==> config.mk <==
export PLATFORM = sky130hd
export DESIGN_NAME = rt_port_arbiter_flat
export DESIGN_NICKNAME = d
export VERILOG_FILES = /design/src/rtl/rt_port_arbiter_pkg.sv /design/src/rtl/rt_port_arbiter_if.sv /design/src/rtl/rt_rr_pick.sv /design/src/rtl/rt_port_arbiter.sv /design/src/flat_wrapper.sv
export SDC_FILE = /design/constraint.sdc
export NUM_CORES = 1
export LEC_CHECK = 0
export CORE_ASPECT_RATIO = 1.75
export CORE_UTILIZATION = 40
export DETAILED_ROUTE_END_ITERATION = 8
export GPL_ROUTABILITY_DRIVEN = 0
export MAX_ROUTING_LAYER = met4
export PLACE_DENSITY_LB_ADDON = 0.2
export SYNTH_ARGS = -nofsm -noshare
export SYNTH_HDL_FRONTEND = slang
export SYNTH_SLANG_ARGS = --single-unit
==> constraint.sdc <==
create_clock -name clk -period 10.1 [get_ports clk]
set_clock_uncertainty 0.05 [all_clocks]
set_input_delay 2.02 -clock clk [delete_from_list [all_inputs] [get_ports clk]]
set_output_delay 2.02 -clock clk [all_outputs]
set_load 0.05 [all_outputs]
==> src/rtl/rt_port_arbiter_pkg.sv <==
// Shared types and constants for the router output-port arbiter.
// Latency: n/a (types, constants and a pure helper function only).
// Backpressure: n/a.
package rt_port_arbiter_pkg;

   typedef enum logic {
      IDLE = 1'b0,
      SEND = 1'b1
   } arb_state_e;

   localparam int PORT_L = 0;
   localparam int PORT_N = 1;
   localparam int PORT_S = 2;
   localparam int PORT_E = 3;
   localparam int PORT_W = 4;

   localparam int HDR_W = 4;

   // Next index in round-robin order, wrapping at n without a modulo.
   function automatic int rr_next(input int idx, input int n);
      return (idx + 1 >= n) ? 0 : idx + 1;
   endfunction

endpackage

==> src/rtl/rt_port_arbiter_if.sv <==
// Toggle-handshake bundle between the input ports, the arbiter and the downstream link.
// Latency: n/a (wiring only).
// Backpressure: a request stays pending while req != ack; data is held until acknowledged.
interface rt_port_arbiter_if #(
   parameter int N      = 32,
   parameter int NUM_IN = 5
);
   logic [NUM_IN-1:0]         in_req;
   logic [NUM_IN-1:0]         in_ack;
   logic [NUM_IN-1:0][N-1:0]  in_data;
   logic                      out_req;
   logic                      out_ack;
   logic [N-1:0]              out_data;

   // Arbiter side.
   modport slave (
      input  in_req, in_data, out_ack,
      output in_ack, out_req, out_data
   );

   // Requesters plus downstream side.
   modport master (
      output in_req, in_data, out_ack,
      input  in_ack, out_req, out_data
   );
endinterface

==> src/rtl/rt_rr_pick.sv <==
// Combinational round-robin search: first pending index after rr_ptr, wrapping.
// Latency: 0 cycles (pure combinational).
// Backpressure: none; found is low when nothing is pending.
module rt_rr_pick
   import rt_port_arbiter_pkg::*;
#(
   parameter int NUM_IN = 5,
   parameter int IDX_W  = $clog2(NUM_IN)
) (
   input  logic [NUM_IN-1:0] pend,
   input  logic [IDX_W-1:0]  rr_ptr,
   output logic [IDX_W-1:0]  g,
   output logic              found
);

   // Walk rr_ptr+1, rr_ptr+2, ... and keep the first pending hit.
   always_comb begin
      int c;
      c     = int'(rr_ptr);
      g     = '0;
      found = 1'b0;
      for (int k = 0; k < NUM_IN; k++) begin
         c = rr_next(c, NUM_IN);
         if (!found && pend[c]) begin
            found = 1'b1;
            g     = IDX_W'(c);
         end
      end
   end

endmodule

==> src/rtl/rt_port_arbiter.sv <==
// Round-robin output-port arbiter sharing one toggle-handshake link among NUM_IN inputs.
// Latency: pending req -> out_req toggle 1 edge; out_ack match -> in_ack toggle 1 edge (+2 each with RT_ARB_SYNC_EN).
// Backpressure: one packet in flight; out_data/out_req held until out_ack matches out_req.
module rt_port_arbiter
   import rt_port_arbiter_pkg::*;
#(
   parameter int N      = 32,
   parameter int NUM_IN = 5,
   parameter int IDX_W  = $clog2(NUM_IN)
) (
   input  logic                 clk,
   input  logic                 rst_n,
   rt_port_arbiter_if.slave     bus,
   output logic                 busy,
   output logic [IDX_W-1:0]     grant_idx
);

   arb_state_e          state_q, state_d;
   logic [IDX_W-1:0]    rr_ptr_q, rr_ptr_d;
   logic [IDX_W-1:0]    grant_q, grant_d;
   logic [NUM_IN-1:0]   in_ack_q, in_ack_d;
   logic                out_req_q, out_req_d;
   logic [N-1:0]        out_data_q, out_data_d;

   logic [NUM_IN-1:0]   req_eff;
   logic                ack_eff;
   logic [NUM_IN-1:0]   pend;
   logic [IDX_W-1:0]    pick_g;
   logic                pick_found;
   logic                ack_match;
   logic                take;
   logic                release_xfer;

`ifdef RT_ARB_SYNC_EN
   logic [NUM_IN-1:0]   req_s1_q, req_s1_d, req_s2_q, req_s2_d;
   logic                ack_s1_q, ack_s1_d, ack_s2_q, ack_s2_d;

   // Synchroniser shift: each stage just samples the one before it.
   always_comb begin
      req_s1_d = bus.in_req;
      req_s2_d = req_s1_q;
      ack_s1_d = bus.out_ack;
      ack_s2_d = ack_s1_q;
   end

   // Two-flop synchronisers for links that may come from another clock domain.
   always_ff @(posedge clk or negedge rst_n) begin
      if (!rst_n) begin
         req_s1_q <= '0;
         req_s2_q <= '0;
         ack_s1_q <= 1'b0;
         ack_s2_q <= 1'b0;
      end else begin
         req_s1_q <= req_s1_d;
         req_s2_q <= req_s2_d;
         ack_s1_q <= ack_s1_d;
         ack_s2_q <= ack_s2_d;
      end
   end

   assign req_eff = req_s2_q;
   assign ack_eff = ack_s2_q;
`else
   assign req_eff = bus.in_req;
   assign ack_eff = bus.out_ack;
`endif

   // Pending uses the registered in_ack, so an input acked this edge is not seen again.
   assign pend      = req_eff ^ in_ack_q;
   assign ack_match = (ack_eff == out_req_q);

   rt_rr_pick #(
      .NUM_IN (NUM_IN),
      .IDX_W  (IDX_W)
   ) u_pick (
      .pend   (pend),
      .rr_ptr (rr_ptr_q),
      .g      (pick_g),
      .found  (pick_found)
   );

   // State register.
   always_ff @(posedge clk or negedge rst_n) begin
      if (!rst_n) state_q <= IDLE;
      else        state_q <= state_d;
   end

   // Next state: grant when anything is pending, release on matching ack.
   always_comb begin
      state_d = state_q;
      case (state_q)
         IDLE:    if (pick_found) state_d = SEND;
         SEND:    if (ack_match)  state_d = IDLE;
         default: state_d = IDLE;
      endcase
   end

   // FSM outputs and datapath strobes; a stray out_ack in IDLE is simply ignored.
   always_comb begin
      busy         = (state_q == SEND);
      take         = (state_q == IDLE) && pick_found;
      release_xfer = (state_q == SEND) && ack_match;
   end

   // Datapath next values: capture flit on grant, toggle the winner's ack on release.
   always_comb begin
      rr_ptr_d   = rr_ptr_q;
      grant_d    = grant_q;
      in_ack_d   = in_ack_q;
      out_req_d  = out_req_q;
      out_data_d = out_data_q;
      if (take) begin
         out_data_d = bus.in_data[pick_g];
         out_req_d  = ~out_req_q;
         grant_d    = pick_g;
      end
      if (release_xfer) begin
         in_ack_d[grant_q] = ~in_ack_q[grant_q];
         rr_ptr_d          = grant_q;
      end
   end

   // Datapath registers; rr_ptr starts at the last index so input 0 wins first.
   always_ff @(posedge clk or negedge rst_n) begin
      if (!rst_n) begin
         rr_ptr_q   <= IDX_W'(NUM_IN - 1);
         grant_q    <= IDX_W'(NUM_IN - 1);
         in_ack_q   <= '0;
         out_req_q  <= 1'b0;
         out_data_q <= '0;
      end else begin
         rr_ptr_q   <= rr_ptr_d;
         grant_q    <= grant_d;
         in_ack_q   <= in_ack_d;
         out_req_q  <= out_req_d;
         out_data_q <= out_data_d;
      end
   end

   assign bus.in_ack   = in_ack_q;
   assign bus.out_req  = out_req_q;
   assign bus.out_data = out_data_q;
   assign grant_idx    = grant_q;

endmodule

==> src/flat_wrapper.sv <==
// flat-port wrapper written by rule: the top's interface ports become plain ports
module rt_port_arbiter_flat import rt_port_arbiter_pkg::*;
#(
   parameter int N      = 32,
   parameter int NUM_IN = 5,
   parameter int IDX_W  = $clog2(NUM_IN)
)
  (clk, rst_n, busy, grant_idx, bus_in_req, bus_in_data, bus_out_ack, bus_in_ack, bus_out_req, bus_out_data);
  rt_port_arbiter_if #(.N(N), .NUM_IN(NUM_IN)) bus_i ();
  input  logic clk;
  input  logic rst_n;
  output logic busy;
  output logic [IDX_W-1:0] grant_idx;
  input wire logic [$bits(bus_i.in_req)-1:0] bus_in_req;
  input wire logic [$bits(bus_i.in_data)-1:0] bus_in_data;
  input wire logic [$bits(bus_i.out_ack)-1:0] bus_out_ack;
  output wire logic [$bits(bus_i.in_ack)-1:0] bus_in_ack;
  output wire logic [$bits(bus_i.out_req)-1:0] bus_out_req;
  output wire logic [$bits(bus_i.out_data)-1:0] bus_out_data;
  assign bus_i.in_req = bus_in_req;
  assign bus_i.in_data = bus_in_data;
  assign bus_i.out_ack = bus_out_ack;
  assign bus_in_ack = bus_i.in_ack;
  assign bus_out_req = bus_i.out_req;
  assign bus_out_data = bus_i.out_data;
  rt_port_arbiter #(.N(N), .NUM_IN(NUM_IN), .IDX_W(IDX_W)) u_core (.clk(clk), .rst_n(rst_n), .bus(bus_i), .busy(busy), .grant_idx(grant_idx));
endmodule
==> results.md <==
* Worst-Skew Late Latency at 0.29 ns
* Core area at 9850 sq um
* Min Hold Slack at 0.511 ns
* Vias at 4694
* DRC at 0
* CP max stage delay at 0.93 ns
* Status: complete, no violations
* Post-Route WL at ~16000 microns
* Top Ports at 210
* Die ar. at 10500 sq um
* Startpoint Class: flop
* Layout cells sized above 1 at approximately 8.3%
* # rows at between 40 and 50
* Fin Setup TNS at 0 ns
* Die Ht at around 130 microns
* CTS tree: built
* Antenna viol nets, final at 0
* Average wire per cell in the routed design at 20.9 microns
* Num Clock Sinks at 45
* First-pass GRT wire length at 24800 microns
* Clk slew on worst S/H paths at about 0.070 ns
* Num CTS Buffers at 5
* Slowest CP cell: and2_2
* Synth warnings at 0
* RSZ-0062 raised after global routing: false
* Worst hold path class: flop to flop
* Starting Density at 40.9%
* Clock Tree Buf Depth at 2
* NumNets Final at 819
* Vias per cell at 6.14
* GRT Total Usage at 31.9%
* Slew Limit Fails at 0
* Mapped cell area at 4030 sq um
* Area Growth Syn to Fin at 58.0%
* Final worst-path cycle share at 87.0%
* Port Buffers at 209
* Initial DRC count at 370
* Total grt overflow at 0
* Fin crit period at 8.78 ns
* Number of hold violations in the final report at 0
* Cell variety after synth at 77
* Crit Path Class: flop to flop
* Syn Inst Count at 448
* CTS root buffer: clkbuf_16
* Hold buffer count at cts at 0
* Worst EP arrival at 8.89 ns
* Worst-Margin Slew at approximately 1.1 ns
* Post-synth EDFFs at 0
* Resize count post-CTS at 0
* Postcts setup bufs at 0
* H-tree Lvls at 2
* Largest net degree at the start of global routing at 46
* Number of diodes at 0
* Final setup vio count at 0
* Crit. End Element: flop
* Sequential share of the synthesized area at 28.0%
* Max-cap viol count at 0
* Post-synthesis net count at 629
* Initial antenna violation count at 0
* Hpwl dp at around 12000 microns
* Fraction of registers with async set/reset at 100%
* Synth Register Bits at 45
* Worst Path Required at 10.21 ns
* CP Max Fanout at 45
* Syn avg cell area at 9.00 sq um
* Drt first pass iters at 7
* Max frequency at 114 MHz
* Main synth FF type: dfrtp_1
* Chip width at 77.9 microns
* Max_slew headroom at about 27%
* Vias in the first global route at 4878
## sequential cells by signal, indices dropped and copies added, names as in the netlist
signal               flops
u_core.rr_ptr_q          3
u_core.busy              1
u_core.bus.out_data     32
u_core.bus.in_ack        5
u_core.bus.out_req       1
u_core.grant_idx         3
## path summary, 6_finish.rpt
kind                                         from                       to  slack (ns)  cells after the start
max                            u_core.rr_ptr_q[0]  u_core.bus.out_data[13]        1.32                     35
min                        u_core.bus.out_data[4]   u_core.bus.out_data[4]        0.51                      2
max reg2reg                    u_core.rr_ptr_q[0]  u_core.bus.out_data[13]        1.32                     35
min reg2reg                u_core.bus.out_data[4]   u_core.bus.out_data[4]        0.51                      2
max in group asynchronous                   rst_n   u_core.bus.out_data[5]        7.48                      1
min in group asynchronous                   rst_n  u_core.bus.out_data[24]        1.86                      1
## critical path: cells and delay by family (launching register included)
family          cells  cell delay [ns]
buf+inv             7             1.01
simple gates       11             3.69
fa+ha+maj           5             1.07
compound gates     11             2.10
mux                 1             0.23
flops               1             0.48
## area by class of cell
type	count	area, sq um
clock buffers	5	125
fillers	875	3480
flip-flops and latches	45	1130
multi-input cells	355	2700
repair buffers	215	2130
clock inverters	3	68.8
inverters	16	60.1
well taps	125	156
## logic make-up after synthesis
kind of cell,synth area share (%)
AND/OR/NAND/NOR,17.6
buffers and inverters,5.99
flip-flops,28.0
multiplexers,10.9
XOR/XNOR,1.74
adder cells (fa/ha/maj),4.04
AO/OA/AOI/OAI,31.7
## metrics by stage
step	util [%]	setup WS, ns	instance area (sq um)	cells
2_1_floorplan	-	3.08	4030	448
6_report	64.6	1.32	6370	764
3_3_place_gp	62.7	1.80	6170	756
3_5_place_dp	62.7	1.45	6170	756
5_1_grt	64.6	0.530	6370	764
4_1_cts	64.6	1.42	6370	764
## layout by cell type, fill, tap and decap left out, drive strengths merged, types with 5 or more instances in the layout
cell type | synthesis | routed
o21ai | 19 | 19
buf | 15 | 7
nand2 | 28 | 28
nand3 | 41 | 41
dfrtp | 43 | 43
inv | 16 | 17
nand2b | 6 | 6
clkbuf | 17 | 5
o211ai | 37 | 37
o31ai | 5 | 5
nor3 | 11 | 11
a21oi | 18 | 18
mux2i | 36 | 36
nor2b | 6 | 6
nor2 | 19 | 19
a222oi | 31 | 31
xnor2 | 5 | 5
clkdlybuf4s50 | 0 | 208
mux2 | 7 | 7
a211oi | 7 | 7
ha | 13 | 13
nor4 | 5 | 5
## per-layer routing
layer,routed length [microns],vias up,track usage (%)
met5,0,-,-
met4,1130,0,21.7
met3,1030,81,6.08
met2,8410,266,56.1
met1,5430,2188,31.3
li1,-,2159,-
## Yosys cell counts (2+ instances only)
cell type / n / area share [%]
dfrtp_1: 43 / 27
nor3_1: 10 / 1.2
a211o_1: 2 / 0.43
a222oi_1: 31 / 7.7
buf_2: 9 / 1.1
inv_1: 13 / 1.2
buf_6: 3 / 0.84
or3_1: 4 / 0.62
o31ai_1: 4 / 0.75
nand3b_1: 2 / 0.37
nor4_1: 5 / 0.78
inv_2: 3 / 0.28
a211oi_1: 5 / 0.93
and2_1: 4 / 0.62
nand2_1: 28 / 2.6
o21ai_0: 14 / 1.7
clkbuf_1: 16 / 1.5
nor2b_1: 5 / 0.78
nand3_1: 40 / 5.0
o21ai_1: 5 / 0.62
buf_8: 2 / 0.75
ha_1: 13 / 4.0
a21bo_2: 2 / 0.50
xnor2_1: 5 / 1.1
mux2_2: 7 / 2.0
a21boi_0: 3 / 0.56
o211ai_1: 36 / 6.7
o31a_1: 4 / 0.87
a22oi_1: 2 / 0.37
nor2_1: 18 / 1.7
mux2i_1: 36 / 8.9
a21oi_1: 18 / 2.2
nand4_1: 2 / 0.31
dfstp_2: 2 / 1.3
xor2_1: 3 / 0.65
nand2b_1: 6 / 0.93
a221oi_1: 3 / 0.65
Power is not shown: default switching activity piles up to over one toggle a cycle in this logic, so the estimate is an artifact.
